===== config.mk =====
export PLATFORM = sky130hd
export DESIGN_NAME = piso_shifter
export DESIGN_NICKNAME = d
export VERILOG_FILES = /design/src/rtl/piso_shifter.sv
export SDC_FILE = /design/constraint.sdc
export NUM_CORES = 1
export LEC_CHECK = 0
export ABC_AREA = 1
export BUFFER_PORTS_ARGS = -buffer_cell sky130_fd_sc_hd__buf_4
export CELL_PAD_IN_SITES_DETAIL_PLACEMENT = 0
export CELL_PAD_IN_SITES_GLOBAL_PLACEMENT = 2
export CORE_AREA = 2 2 60 62
export DETAILED_ROUTE_END_ITERATION = 8
export DIE_AREA = 0 0 62 64
export PLACE_DENSITY_LB_ADDON = 0.15
export SETUP_SLACK_MARGIN = 0.4
export SYNTH_ARGS = -nofsm -noshare
export SYNTH_HDL_FRONTEND = slang
export SYNTH_SLANG_ARGS = --single-unit
export TNS_END_PERCENT = 20

===== constraint.sdc =====
create_clock -name clk -period 1.5 [get_ports clk]
set_input_delay 0.375 -clock clk [delete_from_list [all_inputs] [get_ports clk]]
set_output_delay 0.375 -clock clk [all_outputs]
set_load 0.05 [all_outputs]

===== src/rtl/piso_shifter.sv =====
// Parallel-in/serial-out shifter: accepts a WIDTH-bit word over a valid/ready
// handshake and emits it one bit per enabled clock, LSB- or MSB-first.
module piso_shifter #(
  parameter int   WIDTH      = 8,
  parameter logic IDLE_LEVEL = 1'b0
) (
  input  logic             clk,
  input  logic             reset_n,
  input  logic [WIDTH-1:0] data_in,
  input  logic             load_valid,
  output logic             load_ready,
  input  logic             msb_first,
  input  logic             enable,
  output logic             data_out,
  output logic             out_valid,
  output logic             out_last,
  output logic             busy
);

  localparam int CW = $clog2(WIDTH);
  localparam logic [CW-1:0] CNT_INIT = CW'(WIDTH - 1);

  // state   | meaning
  // S_IDLE  | no word in flight, data_out at IDLE_LEVEL
  // S_SHIFT | word in flight, data_out carries a word bit
  typedef enum logic {S_IDLE, S_SHIFT} state_t;

  state_t           state_q, state_d;
  logic [WIDTH-1:0] sr_q, sr_d;
  logic [WIDTH-1:0] sr_shift;
  logic             dir_q, dir_d;
  logic [CW-1:0]    cnt_q, cnt_d;
  logic             dout_q, dout_d;
  logic             valid_q, valid_d;
  logic             last_q, last_d;
  logic             load_fire;

  assign load_ready = reset_n & ((state_q == S_IDLE) |
                                 ((state_q == S_SHIFT) & last_q & enable));
  assign load_fire  = load_valid & load_ready;

  // dir=1 drains from the MSB end, dir=0 from the LSB end
  assign sr_shift = dir_q ? {sr_q[WIDTH-2:0], 1'b0} : {1'b0, sr_q[WIDTH-1:1]};

  always_comb begin
    state_d = state_q;
    sr_d    = sr_q;
    dir_d   = dir_q;
    cnt_d   = cnt_q;
    dout_d  = dout_q;
    valid_d = valid_q;
    last_d  = last_q;
    if (load_fire) begin
      sr_d    = data_in;
      dir_d   = msb_first;
      dout_d  = msb_first ? data_in[WIDTH-1] : data_in[0];
      valid_d = 1'b1;
      last_d  = 1'b0;
      cnt_d   = CNT_INIT;
      state_d = S_SHIFT;
    end else if (state_q == S_SHIFT && enable) begin
      if (!last_q) begin
        sr_d   = sr_shift;
        dout_d = dir_q ? sr_shift[WIDTH-1] : sr_shift[0];
        cnt_d  = cnt_q - CW'(1);
        last_d = (cnt_q == CW'(1));
      end else begin
        state_d = S_IDLE;
        valid_d = 1'b0;
        last_d  = 1'b0;
        dout_d  = IDLE_LEVEL;
      end
    end
  end

  always_ff @(posedge clk) begin
    if (!reset_n) begin
      state_q <= S_IDLE;
      sr_q    <= '0;
      dir_q   <= 1'b0;
      cnt_q   <= '0;
      dout_q  <= IDLE_LEVEL;
      valid_q <= 1'b0;
      last_q  <= 1'b0;
    end else begin
      state_q <= state_d;
      sr_q    <= sr_d;
      dir_q   <= dir_d;
      cnt_q   <= cnt_d;
      dout_q  <= dout_d;
      valid_q <= valid_d;
      last_q  <= last_d;
    end
  end

  assign data_out  = dout_q;
  assign out_valid = valid_q;
  assign out_last  = last_q;
  assign busy      = valid_q;

endmodule


==> results of run 1 <==
==> metrics by stage <==
stage | area [um^2] | hold slack (ps) | worst slack [ps] | power, mW | utilization (%)
after floorplan | 924.6 | 471.8 | 243.3 | 0.6227 | -
after global placement | 1116 | 501.6 | 201.1 | 0.7082 | 33.98
after detailed placement | 1116 | 503.9 | 188.9 | 0.7079 | 33.98
after CTS | 1204 | 316.2 | 85.47 | 0.9783 | 36.65
after global routing | 1231 | 303.8 | 53.89 | 1.042 | 37.49
final | 1231 | 325.4 | 106.0 | 0.9598 | 37.49
==> power groups by stage <==
stage / combinational (mW) / sequential (mW) / clock [mW]
2_1_floorplan: 0.155 / 0.468 / 0
3_5_place_dp: 0.248 / 0.459 / 0
4_1_cts: 0.267 / 0.447 / 0.265
6_report: 0.271 / 0.446 / 0.243
3_3_place_gp: 0.249 / 0.459 / 0
5_1_grt: 0.304 / 0.451 / 0.287
==> worst min path at each step <==
stage,endpoint,startpoint,cells past startpoint
finish,sr_q[2],data_in[2],3
global route,sr_q[2],data_in[2],3
CTS,sr_q[2],data_in[2],3
detailed placement,cnt_q[1],cnt_q[1],2
global placement,sr_q[5],sr_q[5],2
floorplan,cnt_q[1],cnt_q[1],2
==> cell families after synthesis <==
| family | after synthesis |
|---|---|
| xor+xnor | 1 |
| flops | 15 |
| buf+inv | 25 |
| fa+ha+maj | 2 |
| compound gates | 25 |
| simple gates | 64 |
==> worst min-delay path, cell delays in order <==
cell and delay [ps]:
buf_4 110, nand2_1 50, a21oi_1 50
==> repair_timing <==
item,CTS,global route
setup endpoints to repair,15,19
resized for setup,6,5
buffers inserted,5,2
pin swaps,1,2
==> synth_stat cells <==
master,instances,area share [%]
clkbuf_8,1,1.5
a21boi_0,1,0.84
nand3_2,1,1.1
inv_2,1,0.42
nand2_1,36,15
nor2_4,1,1.3
clkbuf_1,1,0.42
nand3_4,1,2.0
a21oi_2,1,0.98
buf_6,3,3.8
o211ai_1,1,0.84
xor2_1,1,0.98
nand2_2,1,0.70
inv_1,17,7.1
buf_4,1,0.84
a31oi_1,1,0.70
nand4_1,2,1.4
o21ai_0,12,6.7
a21oi_1,8,4.5
nand3_1,12,6.7
nor2_1,9,3.8
dfxtp_1,15,34
ha_1,2,2.8
clkinv_2,1,0.56
nor3b_1,1,0.84
o22ai_1,1,0.70
==> registers in the layout, indices dropped and copies added, names as in the netlist <==
register  flops
sr_q          8
data_out      1
busy          1
dir_q         1
out_last      1
cnt_q         3
==> metal layers <==
layer	wire length, um	GRT usage [%]
met5	0	0
met2	1061	18.88
met1	1133	18.75
met3	86	2.429
met4	19	5.053
==> cell type report <==
class	instances	area (um^2)	share of cell area, %
multi-input combinational	92	488.0	39.63
sequential	15	307.8	25.00
timing repair buffer	31	275.3	22.36
inverter	19	75.07	6.098
tap	46	57.56	4.675
clock buffer	3	22.52	1.829
clock inverter	1	5.005	0.4065
==> metrics, run 1 <==
status=completed; chip height=64 um; first-pass GRT wire length=3843 um; worst stage delay on the critical path=350 ps; cts bufs inserted=3; Netlist Area Pre-Place=895.9 um^2; largest family of logic cells by synthesized area=simple AND/OR/NAND/NOR gates; Slowest cell on crit path=dfxtp_4; # port buffers=17; placed insts=196; Overall Global Routing Usage=13.07%; Tmin final=1394 ps; Detailed Route Iter0 Violations=29; Final Hold Viols=0; # fillers=approximately 370; GP Congestion=0.7227; worst path required time=approximately 1100 ps; Power Dens Cells=779.6 mW/mm^2; Least-Margin Pin Slew=197.4 ps; synthesized-area fraction occupied by adder cells=roughly 2.8%; worst reg2reg endpoint=cnt_q[1]; post-route clock period utilization=92.94%; WP depth=3; part of the power in combinational logic=28.2%; share of layout cells above drive strength 1=29.81%; drt drc=0; fmax=just over 700 MHz; vias in the first global route=approximately 850; Worst-Skew Late Latency=290 ps; skew final=5.775 ps; VDD IR-drop max=about 0.27 mV; reg2reg start=out_last; Avg Vias per Cell=4.319; diode count=0; Cell variety after synth=26; relative slew slack=86.70%; synth-to-layout area growth=37.43%; worst path cell trace=a21boi_4 -> nor2_4 -> buf_8; commonest cells after routing, fill and taps aside=nand2_1, buf_4, inv_1; Setup crit end kind=primary output; Setup Viol. Count Final=0; internal power=645.5 uW; Hold Crit Class=primary input to flip-flop; Post-Syn Instances=132; post-synthesis mux area share=0%; clock share of power=~25%; Reg2Reg Depth=8; initial antenna violation count=0; startpoint types=flip-flop; max_cap viols=0; TritonRoute pass-1 iters=4; Routed Antenna Nets=0; H-tree levels=1; FF-to-FF setup slack=210 ps; most common cell after layout, fill and taps aside=nand2_1; Layout Nets=177; Ys Warns=0; Die Area=0.003968 mm^2; RSZ-0062 raised after global routing=true; boundary pin count=18; Critical Path AT=1020 ps; CTS Sinks=15; Seq pwr share=around 47%; Clock Path Buffers=2; sequential cell area fraction in the yosys report=33.52%; Die Width=62 um; clock root cell=clkbuf_4; CP Launch Point=busy; Synth Register Bits=15; Hold-fix buffers, CTS=0; post-synthesis compound-gate area fraction=15.22%; largest net degree at the start of global routing=14; CP top delay family=flip-flops; initial cell density of the core=27.28%; CTS clk-pin slew, worst paths=100 ps; CTS tree=built; Final Max Tran Viols=0; syn nets=147; final WL=~2300 um; Avg Inst Size Synth=6.787 um^2; XOR/XNOR share of the synthesized area=0.9777%; critical path class=flip-flop to primary output; Leak=0.5779 nW; drt wl/cell=11.11 um; grt total ovfl=0; Critical Path Sink=load_ready; Cell Rows=21; Max FO, Critical Path=2; Buf/Inv on CP=1; DR vias=894; Synth Area in Simple Gates=32.82%; DP Wirelength=around 1800 um; P_sw=314.3 uW; Post-Route Setup TNS=0 ps; fraction of power spent switching nets=32.75%; Final Non-Filler Cells=207; area of the core=0.003284 mm^2
No activity file was read; power rests on OpenSTA's default activity.
==> run 2, diff against run 1 <==
--- a/config.mk
+++ b/config.mk
@@ -9,9 +9,9 @@
 export BUFFER_PORTS_ARGS = -buffer_cell sky130_fd_sc_hd__buf_4
 export CELL_PAD_IN_SITES_DETAIL_PLACEMENT = 0
 export CELL_PAD_IN_SITES_GLOBAL_PLACEMENT = 2
-export CORE_AREA = 2 2 60 62
+export CORE_AREA = 2 2 54 69
 export DETAILED_ROUTE_END_ITERATION = 8
-export DIE_AREA = 0 0 62 64
+export DIE_AREA = 0 0 56 71
 export PLACE_DENSITY_LB_ADDON = 0.15
 export SETUP_SLACK_MARGIN = 0.4
 export SYNTH_ARGS = -nofsm -noshare
==> run 2 against run 1 <==
Via count up 1.7%; worst hold slack better by 45 ps; die area up 0.20%; worst setup slack better by 23 ps; count of clock-buffer cells in the layout unchanged; fmax up 1.6%; final cell count down 5.8%; clock skew down 4.7 ps; total power up 8.6%; sequential share of layout area up 1.4 points.
==> metrics, run 2 (synthesized netlist as in run 1, its figures left out) <==
Hold Crit Class=primary input to flip-flop (unchanged); Buf/Inv on CP=1 (unchanged); skew final=1.114 ps (was 5.775 ps); worst stage delay on the critical path=360 ps (was 350 ps); final WL=2449 um (was 2300 um); GR Util met1=15.54% (was 18.75%); Seq pwr share=43.1% (was 46.5%); status=completed (unchanged); Layout Nets=172 (was 177); Overall Global Routing Usage=12.96% (was 13.07%); Least-Margin Pin Slew=243.7 ps (was 197.4 ps); synth-to-layout area growth=30.31% (was 37.43%); Worst-Skew Late Latency=250 ps (was 290 ps); RSZ-0062 raised after global routing=true (unchanged); Setup Viol. Count Final=0 (unchanged); M3 GR Usage=2.377% (was 2.429%); CTS clk-pin slew, worst paths=70 ps (was 100 ps); reg2reg start=busy (was out_last); most flop-heavy register=sr_q (unchanged); Die Width=56 um (was 62 um); drt drc=0 (unchanged); CTS tree=built (unchanged); area of the core=0.003363 mm^2 (was 0.003284 mm^2); Reg2Reg Depth=7 (was 8); Hold-fix buffers, CTS=0 (unchanged); vias in the first global route=875 (was 845); max_cap viols=0 (unchanged); grt total ovfl=0 (unchanged); Tmin final=1372 ps (was 1394 ps); Top Registers=sr_q x8, cnt_q x3 (unchanged); Largest register FFs=8 (unchanged); commonest cells after routing, fill and taps aside=nand2_1, buf_4, inv_1 (unchanged); # port buffers=17 (unchanged); worst path cell trace=a21boi_4 -> nor2_4 -> buf_6 (was a21boi_4 -> nor2_4 -> buf_8); worst reg2reg endpoint=sr_q[6] (was cnt_q[1]); fraction of power spent switching nets=31.30% (was 32.75%); first-pass GRT wire length=4015 um (was 3843 um); chip height=71 um (was 64 um); Routed Antenna Nets=0 (unchanged); TritonRoute pass-1 iters=4 (unchanged); startpoint types=flip-flop (unchanged); largest net degree at the start of global routing=22 (was 14); Cell Rows=24 (was 21); most used routing layer=met2 (unchanged); worst path required time=1120 ps (about the same); most common cell after layout, fill and taps aside=nand2_1 (unchanged); DR vias=909 (was 894); worst setup margin=128.5 ps (was 106.0 ps); P_sw=326.2 uW (was 314.3 uW); Die Area=0.003976 mm^2 (was 0.003968 mm^2); CP Launch Point=busy (unchanged); FF-to-FF setup slack=220 ps (was 210 ps); Power Dens Cells=892.9 mW/mm^2 (was 779.6 mW/mm^2); WP depth=3 (unchanged); post-route clock period utilization=91.43% (was 92.94%); drt wl/cell=12.56 um (was 11.11 um); GR met2 Demand/Resource=22.35% (was 18.88%); initial cell density of the core=26.64% (was 27.28%); boundary pin count=18 (unchanged); relative slew slack=83.73% (was 86.70%); Leak=0.5447 nW (was 0.5779 nW); Post-Route Setup TNS=0 ps (unchanged); Avg Vias per Cell=4.662 (was 4.319); GP Congestion=0.7435 (was 0.7227); fmax=729.1 MHz (was 717.3 MHz); Final Hold Viols=0 (unchanged); Critical Path AT=1000 ps (was 1020 ps); CP top delay family=flip-flops (unchanged); CTS Sinks=15 (unchanged); clock root cell=clkbuf_8 (was clkbuf_4); initial antenna violation count=0 (unchanged); Max FO, Critical Path=4 (was 2); Setup crit end kind=primary output (unchanged); cts bufs inserted=3 (unchanged); Final Max Tran Viols=0 (unchanged); H-tree levels=1 (unchanged); share of layout cells above drive strength 1=27.56% (was 29.81%); clock share of power=32.7% (was 25.3%); Detailed Route Iter0 Violations=21 (was 29); VDD IR-drop max=0.4120 mV (was 0.2697 mV); Slowest cell on crit path=dfxtp_4 (unchanged); diode count=0 (unchanged); critical path class=flip-flop to primary output (unchanged); Clock Path Buffers=2 (unchanged); Critical Path Sink=load_ready (unchanged); part of the power in combinational logic=24.3% (was 28.2%); internal power=716.1 uW (was 645.5 uW); worst slack, placed=85.27 ps (was 188.9 ps); DP Wirelength=1775 um (was 1782 um)
## run 2: changes by cell type in the layout (fill, tap and decap cells not counted), moves of 2 or more
cell	delta
buf_6	-3
clkbuf_4	-3
clkbuf_8	+3
buf_8	-2
## run 2: worst min-delay path by stage
stage	to	depth (start not counted)	from	slack [ps]
2_1_floorplan	cnt_q[1]	2	cnt_q[1]	470
3_3_place_gp	sr_q[5]	2	sr_q[5]	500
3_5_place_dp	cnt_q[1]	2	cnt_q[1]	500
4_1_cts	sr_q[4]	3	data_in[4]	370
5_1_grt	sr_q[2]	3	data_in[2]	380
6_report	sr_q[2]	3	data_in[2]	370
## run 2: area by class of cell
type / count / area [um^2]
clock buffers: 3 / 41.29
clock inverters: 1 / 5.005
fillers: 392 / 2196
inverters: 19 / 72.57
multi-input cells: 93 / 500.5
flip-flops and latches: 15 / 307.8
well taps: 39 / 48.80
repair buffers: 25 / 191.4
## run 2: layer usage
layer,share of wire (%),up-vias
met5,0,-
met4,1.1,0
met3,3.8,4
met2,50,18
met1,46,415
li1,-,472
## run 2: timing repair
action	in CTS	in global routing
pin swaps	1	1
setup endpoints to repair	18	20
buffers inserted	3	1
gates cloned	0	1
resized for setup	1	1
## run 2: tightest hold or removal path, stage by stage
cell and delay [ps]:
buf_4 110, nand2_1 50, a21oi_1 50
## run 2: power by group through the flow
stage	clock (mW)	combinational, mW	sequential [mW]
2_1_floorplan	0	0.155	0.468
3_3_place_gp	0	0.236	0.458
3_5_place_dp	0	0.237	0.459
4_1_cts	0.349	0.249	0.449
5_1_grt	0.373	0.284	0.453
6_report	0.340	0.253	0.449
## run 2: metrics by stage
stage          hold WS (ps)  instances  area [um^2]  power (mW)  util (%)
3_5_place_dp          500.9        186         1072      0.6960     31.88
4_1_cts               367.2        193         1145       1.047     34.04
5_1_grt               381.3        195         1167       1.110     34.71
3_3_place_gp          495.2        186         1072      0.6942     31.88
2_1_floorplan         471.8        132        924.6      0.6227         -
6_report              370.7        195         1167       1.042     34.71
